**src/rtl/mem_port_arbiter.sv**
```systemverilog
// Single-port RAM arbiter for the multi-cycle MIPS core: shares one RAM port between
// instruction fetch and data load/store, with fixed-latency access and one-cycle acknowledge.
module mem_port_arbiter #(
  parameter int unsigned ADDR_W     = 9,
  parameter int unsigned DATA_W     = 32,
  parameter int unsigned MEM_LAT    = 2,
  parameter int unsigned STARVE_MAX = 4
) (
  input  logic              clk,
  input  logic              reset,
  input  logic              if_req,
  input  logic [ADDR_W-1:0] if_addr,
  output logic              if_ack,
  output logic [DATA_W-1:0] if_rdata,
  input  logic              d_req,
  input  logic              d_we,
  input  logic [1:0]        d_size,
  input  logic [ADDR_W-1:0] d_addr,
  input  logic [DATA_W-1:0] d_wdata,
  output logic              d_ack,
  output logic              d_err,
  output logic [DATA_W-1:0] d_rdata,
  output logic              mem_en,
  output logic              mem_rw,
  output logic [1:0]        mem_size,
  output logic [ADDR_W-1:0] mem_addr,
  output logic [DATA_W-1:0] mem_wdata,
  input  logic [DATA_W-1:0] mem_rdata,
  output logic              busy
);

  localparam int unsigned WaitW   = (MEM_LAT > 1) ? $clog2(MEM_LAT) : 1;
  localparam int unsigned StarveW = $clog2(STARVE_MAX + 1);

  typedef enum logic [1:0] {StIdle, StAccess, StAck} state_e;

  state_e              state_q, state_d;
  logic [WaitW-1:0]    wait_q, wait_d;
  logic [StarveW-1:0]  starve_q, starve_d;
  logic                sel_data_q, sel_data_d;
  logic                err_q, err_d;
  logic                we_q, we_d;
  logic [1:0]          size_q, size_d;
  logic [ADDR_W-1:0]   addr_q, addr_d;
  logic [DATA_W-1:0]   wdata_q, wdata_d;
  logic [DATA_W-1:0]   if_rdata_q, if_rdata_d;
  logic [DATA_W-1:0]   d_rdata_q, d_rdata_d;

  logic grant_data, grant_fetch, starved, misaligned;
  logic [1:0] d_size_norm;

  always_comb begin
    starved     = if_req && (starve_q == StarveW'(STARVE_MAX));
    grant_data  = d_req && !starved;
    grant_fetch = if_req && !grant_data;
    // Size 11 behaves as a word access throughout.
    d_size_norm = {d_size[1], d_size[0] & ~d_size[1]};
    misaligned  = (d_size_norm == 2'b01 && d_addr[0]) ||
                  (d_size_norm == 2'b10 && d_addr[1:0] != 2'b00);
  end

  always_comb begin
    state_d    = state_q;
    wait_d     = wait_q;
    starve_d   = starve_q;
    sel_data_d = sel_data_q;
    err_d      = err_q;
    we_d       = we_q;
    size_d     = size_q;
    addr_d     = addr_q;
    wdata_d    = wdata_q;
    if_rdata_d = if_rdata_q;
    d_rdata_d  = d_rdata_q;

    unique case (state_q)
      StIdle: begin
        if (grant_data) begin
          sel_data_d = 1'b1;
          we_d       = d_we;
          size_d     = d_size_norm;
          addr_d     = d_addr;
          wdata_d    = d_wdata;
          err_d      = misaligned;
          wait_d     = '0;
          state_d    = misaligned ? StAck : StAccess;
          if (if_req && starve_q != StarveW'(STARVE_MAX)) begin
            starve_d = starve_q + StarveW'(1);
          end
        end else if (grant_fetch) begin
          sel_data_d = 1'b0;
          we_d       = 1'b0;
          size_d     = 2'b10;
          addr_d     = if_addr & ~ADDR_W'(3);
          err_d      = 1'b0;
          wait_d     = '0;
          starve_d   = '0;
          state_d    = StAccess;
        end
      end
      StAccess: begin
        if (wait_q == WaitW'(MEM_LAT - 1)) begin
          wait_d  = '0;
          state_d = StAck;
          if (!we_q) begin
            if (sel_data_q) d_rdata_d  = mem_rdata;
            else            if_rdata_d = mem_rdata;
          end
        end else begin
          wait_d = wait_q + WaitW'(1);
        end
      end
      StAck: state_d = StIdle;
      default: state_d = StIdle;
    endcase
  end

  always_ff @(posedge clk) begin
    if (reset) begin
      state_q    <= StIdle;
      wait_q     <= '0;
      starve_q   <= '0;
      sel_data_q <= 1'b0;
      err_q      <= 1'b0;
      we_q       <= 1'b0;
      size_q     <= '0;
      addr_q     <= '0;
      wdata_q    <= '0;
      if_rdata_q <= '0;
      d_rdata_q  <= '0;
    end else begin
      state_q    <= state_d;
      wait_q     <= wait_d;
      starve_q   <= starve_d;
      sel_data_q <= sel_data_d;
      err_q      <= err_d;
      we_q       <= we_d;
      size_q     <= size_d;
      addr_q     <= addr_d;
      wdata_q    <= wdata_d;
      if_rdata_q <= if_rdata_d;
      d_rdata_q  <= d_rdata_d;
    end
  end

  always_comb begin
    mem_en    = (state_q == StAccess);
    busy      = (state_q != StIdle);
    if_ack    = (state_q == StAck) && !sel_data_q;
    d_ack     = (state_q == StAck) && sel_data_q;
    d_err     = d_ack && err_q;
    mem_rw    = we_q;
    mem_size  = size_q;
    mem_addr  = addr_q;
    mem_wdata = wdata_q;
    if_rdata  = if_rdata_q;
    d_rdata   = d_rdata_q;
  end

endmodule

```
**config.mk**
```make
export PLATFORM = sky130hd
export DESIGN_NAME = mem_port_arbiter
export DESIGN_NICKNAME = d
export VERILOG_FILES = /design/src/rtl/mem_port_arbiter.sv
export SDC_FILE = /design/constraint.sdc
export NUM_CORES = 1
export LEC_CHECK = 0
export ABC_AREA = 1
export BUFFER_PORTS_ARGS = -buffer_cell sky130_fd_sc_hd__buf_4
export CELL_PAD_IN_SITES_DETAIL_PLACEMENT = 0
export CELL_PAD_IN_SITES_GLOBAL_PLACEMENT = 1
export CORE_MARGIN = 8
export CORE_UTILIZATION = 25
export DETAILED_ROUTE_END_ITERATION = 10
export GPL_TIMING_DRIVEN = 1
export PLACE_DENSITY_LB_ADDON = 0.1
export SLEW_MARGIN = 0
export SYNTH_ARGS = -nofsm -noshare
export SYNTH_HDL_FRONTEND = slang
export SYNTH_SLANG_ARGS = --single-unit
```
**constraint.sdc**
```tcl
create_clock -name clk -period 1.79 [get_ports clk]
set_clock_uncertainty 0.05 [all_clocks]
set_input_delay 0.179 -clock clk [delete_from_list [all_inputs] [get_ports clk]]
set_output_delay 0.179 -clock clk [all_outputs]
set_load 0.02 [all_outputs]
```
==> summary.md <==
| Metric | Value |
|---|---|
| Maximum fanout along the worst path | 33 |
| Site Rows | 48 |
| Clock tree root buffer cell | sky130_fd_sc_hd__clkbuf_16 |
| Count of different cell masters after synthesis | 28 |
| Power density of the placed cells | 1020 nW/um2 |
| Register area | 2320 um2 |
| Worst min-delay path class | input pin to flop |
| Classification of the worst setup path | flop to flop |
| Starting DRT DRC Count | 210 |
| Count of antenna-violating nets left after detailed routing | 0 |
| Combined area of all synthesized cells | 4350 um2 |
| Number of vias after detailed routing | 4445 |
| Leading register cell type out of synthesis | sky130_fd_sc_hd__dfxtp_1 |
| Total leakage power | between 0.003 and 0.004 uW |
| TritonCTS clock tree | done |
| Cell with the most instances after synthesis | sky130_fd_sc_hd__nor2_1 |
| Overall overflow remaining after global route | 0 |
| Hold Violations, Final | 0 |
| Area of the core region | around 17000 um2 |
| Share of final-layout standard cells stronger than drive strength 1 | 30.5% |
| Met1 track demand over resource in global routing | 17.3% |
| Cell taking the most area after synthesis | sky130_fd_sc_hd__dfxtp_1 |
| Aggregate routed wire length | 14.8 mm |
| Required time reported for the critical path endpoint | 2.04 ns |
| Average size of a mapped cell | 7.78 um2 |
| Met3 GRT Util | slightly below 6% |
| Number of max-cap violations | 0 |
| Antenna violations before repair | 0 |
| Instance area after placement | 6090 um2 |
| Final net count | between 900 and 1000 |
| Portion of the post-synthesis area used by sequential elements | between 50% and 60% |
| HPWL after detailed placement | 10.4 mm |
| Total inserted antenna cells | 0 |
| Post-Syn Nets | 650 |
| Length of the first detailed-routing pass in iterations | 4 |
| Synth-to-layout area growth | 70.2% |
| Post-layout minimum cycle time | ~1.6 ns |
| Global-route layer with the greatest usage | met2 |
| Most instantiated cells after synthesis | 150 x sky130_fd_sc_hd__nor2_1, 116 x sky130_fd_sc_hd__dfxtp_1, 73 x sky130_fd_sc_hd__o21ai_0 |
| Vias in the first global route | around 4600 |
| Final setup TNS | 0 ns |
| Status | complete, no violations |
| Worst setup EP type | flop |
| Vert. Die Dim | approximately 150 um |
| Routability cong. | 0.716 |
| Syn Inst Count | ~560 |
| First-pass GRT wire length | 24.4 mm |
| Setup-violating endpoint count in the final report | 0 |
| Quantity of gates resized following cts | 0 |
| Worst voltage drop across the vdd grid | 0.601 mV |
| Clock Pin Slew Worst Setup and Hold Paths | 0.06 ns |
| Global-route usage over all layers | 13.9% |
| Chip Width | approximately 150 um |
| Effective utilization at floorplan | 25.3% |
| Top cells by area in the synthesized netlist | sky130_fd_sc_hd__dfxtp_1 53%, sky130_fd_sc_hd__nor2_1 13%, sky130_fd_sc_hd__o21ai_0 8.4% |
| Flops & latches, synth | 116 |
| Max Transition Viols Final | 0 |
| Top achievable clock speed | approximately 620 MHz |
| Top-level I/O count | ~200 |
| H-tree Lvls | 4 |
| Count of flip-flops with a built-in enable after synthesis | 0 |
| Vias per Instance | 4.18 |
| Largest net degree at the start of global routing | 65 |
| Slew margin rel. | 72.7% |
| Cts bufs inserted | 17 |
| Clock latency reported for the late side of the worst-skew pair | 0.40 ns |
| Part of the cycle the worst path needs | 90.0% |
| Global-route met2 utilization | 21.5% |
| Count of yosys warnings during synthesis | 0 |
| Cell area after layout | ~7400 um2 |
| Quantity of I/O buffers inserted on ports | 199 |
| DRC Markers | 0 |
| Critical path launch point type | flop |
| Share of the synthesized area in the top cell type | 53.4% |
| Final routed wire length divided by cell count | 13.9 um |
| Worst Path Arrival | 1.86 ns |
| Number of fillers in the final layout | 1787 |
| Total die area | 21900 um2 |
| Setup repair after global routing missed its margin | false |
| Bufs on Longest Clock Path | 2 |
| Footprint of the multi-input gates | between 1500 and 2000 um2 |
| Share of synthesized registers carrying an async set or reset | 0% |
| Clk sinks | 116 |
| Transition time at the pin with the least slew margin | 0.409 ns |
==> metrics by stage <==
stage | util, % | setup slack, ns | total power (uW) | cells | hold slack (ns)
2_1_floorplan | - | 0.364 | 3530 | 559 | 0.264
3_3_place_gp | 35.4 | 0.215 | 4070 | 961 | 0.351
3_5_place_dp | 35.4 | 0.171 | 4090 | 961 | 0.357
4_1_cts | 43.1 | 0.149 | 7740 | 1064 | 0.00777
5_1_grt | 43.1 | 0.0299 | 8000 | 1064 | 0.0322
6_report | 43.1 | 0.179 | 7590 | 1064 | 0.0252
==> cell families (layout without fill, tap and decap cells) <==
logic type | after synthesis | in the layout | share of synthesized area, %
AND/OR/NAND/NOR | 211 | 211 | 20.5
adder cells (fa/ha/maj) | 2 | 2 | 0.575
flip-flops | 116 | 116 | 53.4
buffers and inverters | 84 | 364 | 8.57
XOR/XNOR | 2 | 2 | 0.403
AO/OA/AOI/OAI | 144 | 144 | 16.6
==> what timing repair did <==
action                    4_1_cts  5_1_grt
buffers inserted                0        0
hold buffers                   71        0
hold endpoints to repair       95        0
==> registers in the layout, indices dropped and copies added (netlist names) <==
name / cells
err_q: 1
if_rdata: 32
mem_rw: 1
wait_q: 1
d_rdata: 32
sel_data_q: 1
starve_q: 3
mem_addr: 9
state_q: 2
mem_wdata: 32
mem_size: 2
==> per-layer routing <==
layer	up-vias	share of wire, %
li1	2326	-
met1	1979	46
met2	131	45
met3	9	7.9
met4	0	0.73
met5	-	0
==> layout make-up <==
cell class | count | area share, %
clock inverter | 15 | 2.47
tap | 225 | 3.80
multi-input combinational | 359 | 22.4
inverter | 52 | 2.64
timing repair buffer | 280 | 31.6
clock buffer | 17 | 5.74
sequential | 116 | 31.4
==> final timing paths <==
| kind | start | endpoint | slack, ns | cells after the start |
|---|---|---|---|---|
| max reg2reg | starve_q[0] | mem_wdata[17] | 0.18 | 9 |
| min | if_addr[3] | mem_addr[3] | 0.03 | 5 |
| min reg2reg | if_rdata[2] | if_rdata[2] | 0.39 | 2 |
| max | starve_q[0] | mem_wdata[17] | 0.18 | 9 |
==> worst max-delay path: stages (launching register included) <==
cell and delay (ns):
sky130_fd_sc_hd__dfxtp_1 0.37, sky130_fd_sc_hd__inv_1 0.06, sky130_fd_sc_hd__ha_1 0.22, sky130_fd_sc_hd__nand3_4 0.15, sky130_fd_sc_hd__nand2_4 0.13, sky130_fd_sc_hd__inv_2 0.11, sky130_fd_sc_hd__nand2_2 0.07, sky130_fd_sc_hd__buf_12 0.16
sky130_fd_sc_hd__nor2_1 0.11, sky130_fd_sc_hd__nor2_1 0.05
==> power breakdown <==
| group | internal (uW) | total (uW) | switching (uW) |
|---|---|---|---|
| Combinational | 600 | 1290 | 687 |
| Clock | 2200 | 3440 | 1250 |
| Sequential | 2760 | 2860 | 102 |
==> cell usage in the layout, fill, tap and decap left out, types with 2 or more instances in the layout <==
master                            n
sky130_fd_sc_hd__dlygate4sd3_1   71
sky130_fd_sc_hd__buf_12           5
sky130_fd_sc_hd__xor2_1           2
sky130_fd_sc_hd__clkinvlp_4       4
sky130_fd_sc_hd__clkbuf_16       17
sky130_fd_sc_hd__a21oi_1         42
sky130_fd_sc_hd__dfxtp_1        116
sky130_fd_sc_hd__nor2_4           2
sky130_fd_sc_hd__nand2_1         30
sky130_fd_sc_hd__o21ai_1         28
sky130_fd_sc_hd__ha_1             2
sky130_fd_sc_hd__inv_1           47
sky130_fd_sc_hd__clkinv_2         2
sky130_fd_sc_hd__inv_2            5
sky130_fd_sc_hd__nand3_1         17
sky130_fd_sc_hd__nand2_4          2
sky130_fd_sc_hd__clkinv_4         5
sky130_fd_sc_hd__nor2_1         150
sky130_fd_sc_hd__buf_4          204
sky130_fd_sc_hd__o21ai_0         73
sky130_fd_sc_hd__nor3_1           2
sky130_fd_sc_hd__bufinv_16        3
Power figures use the tool's default switching activity.
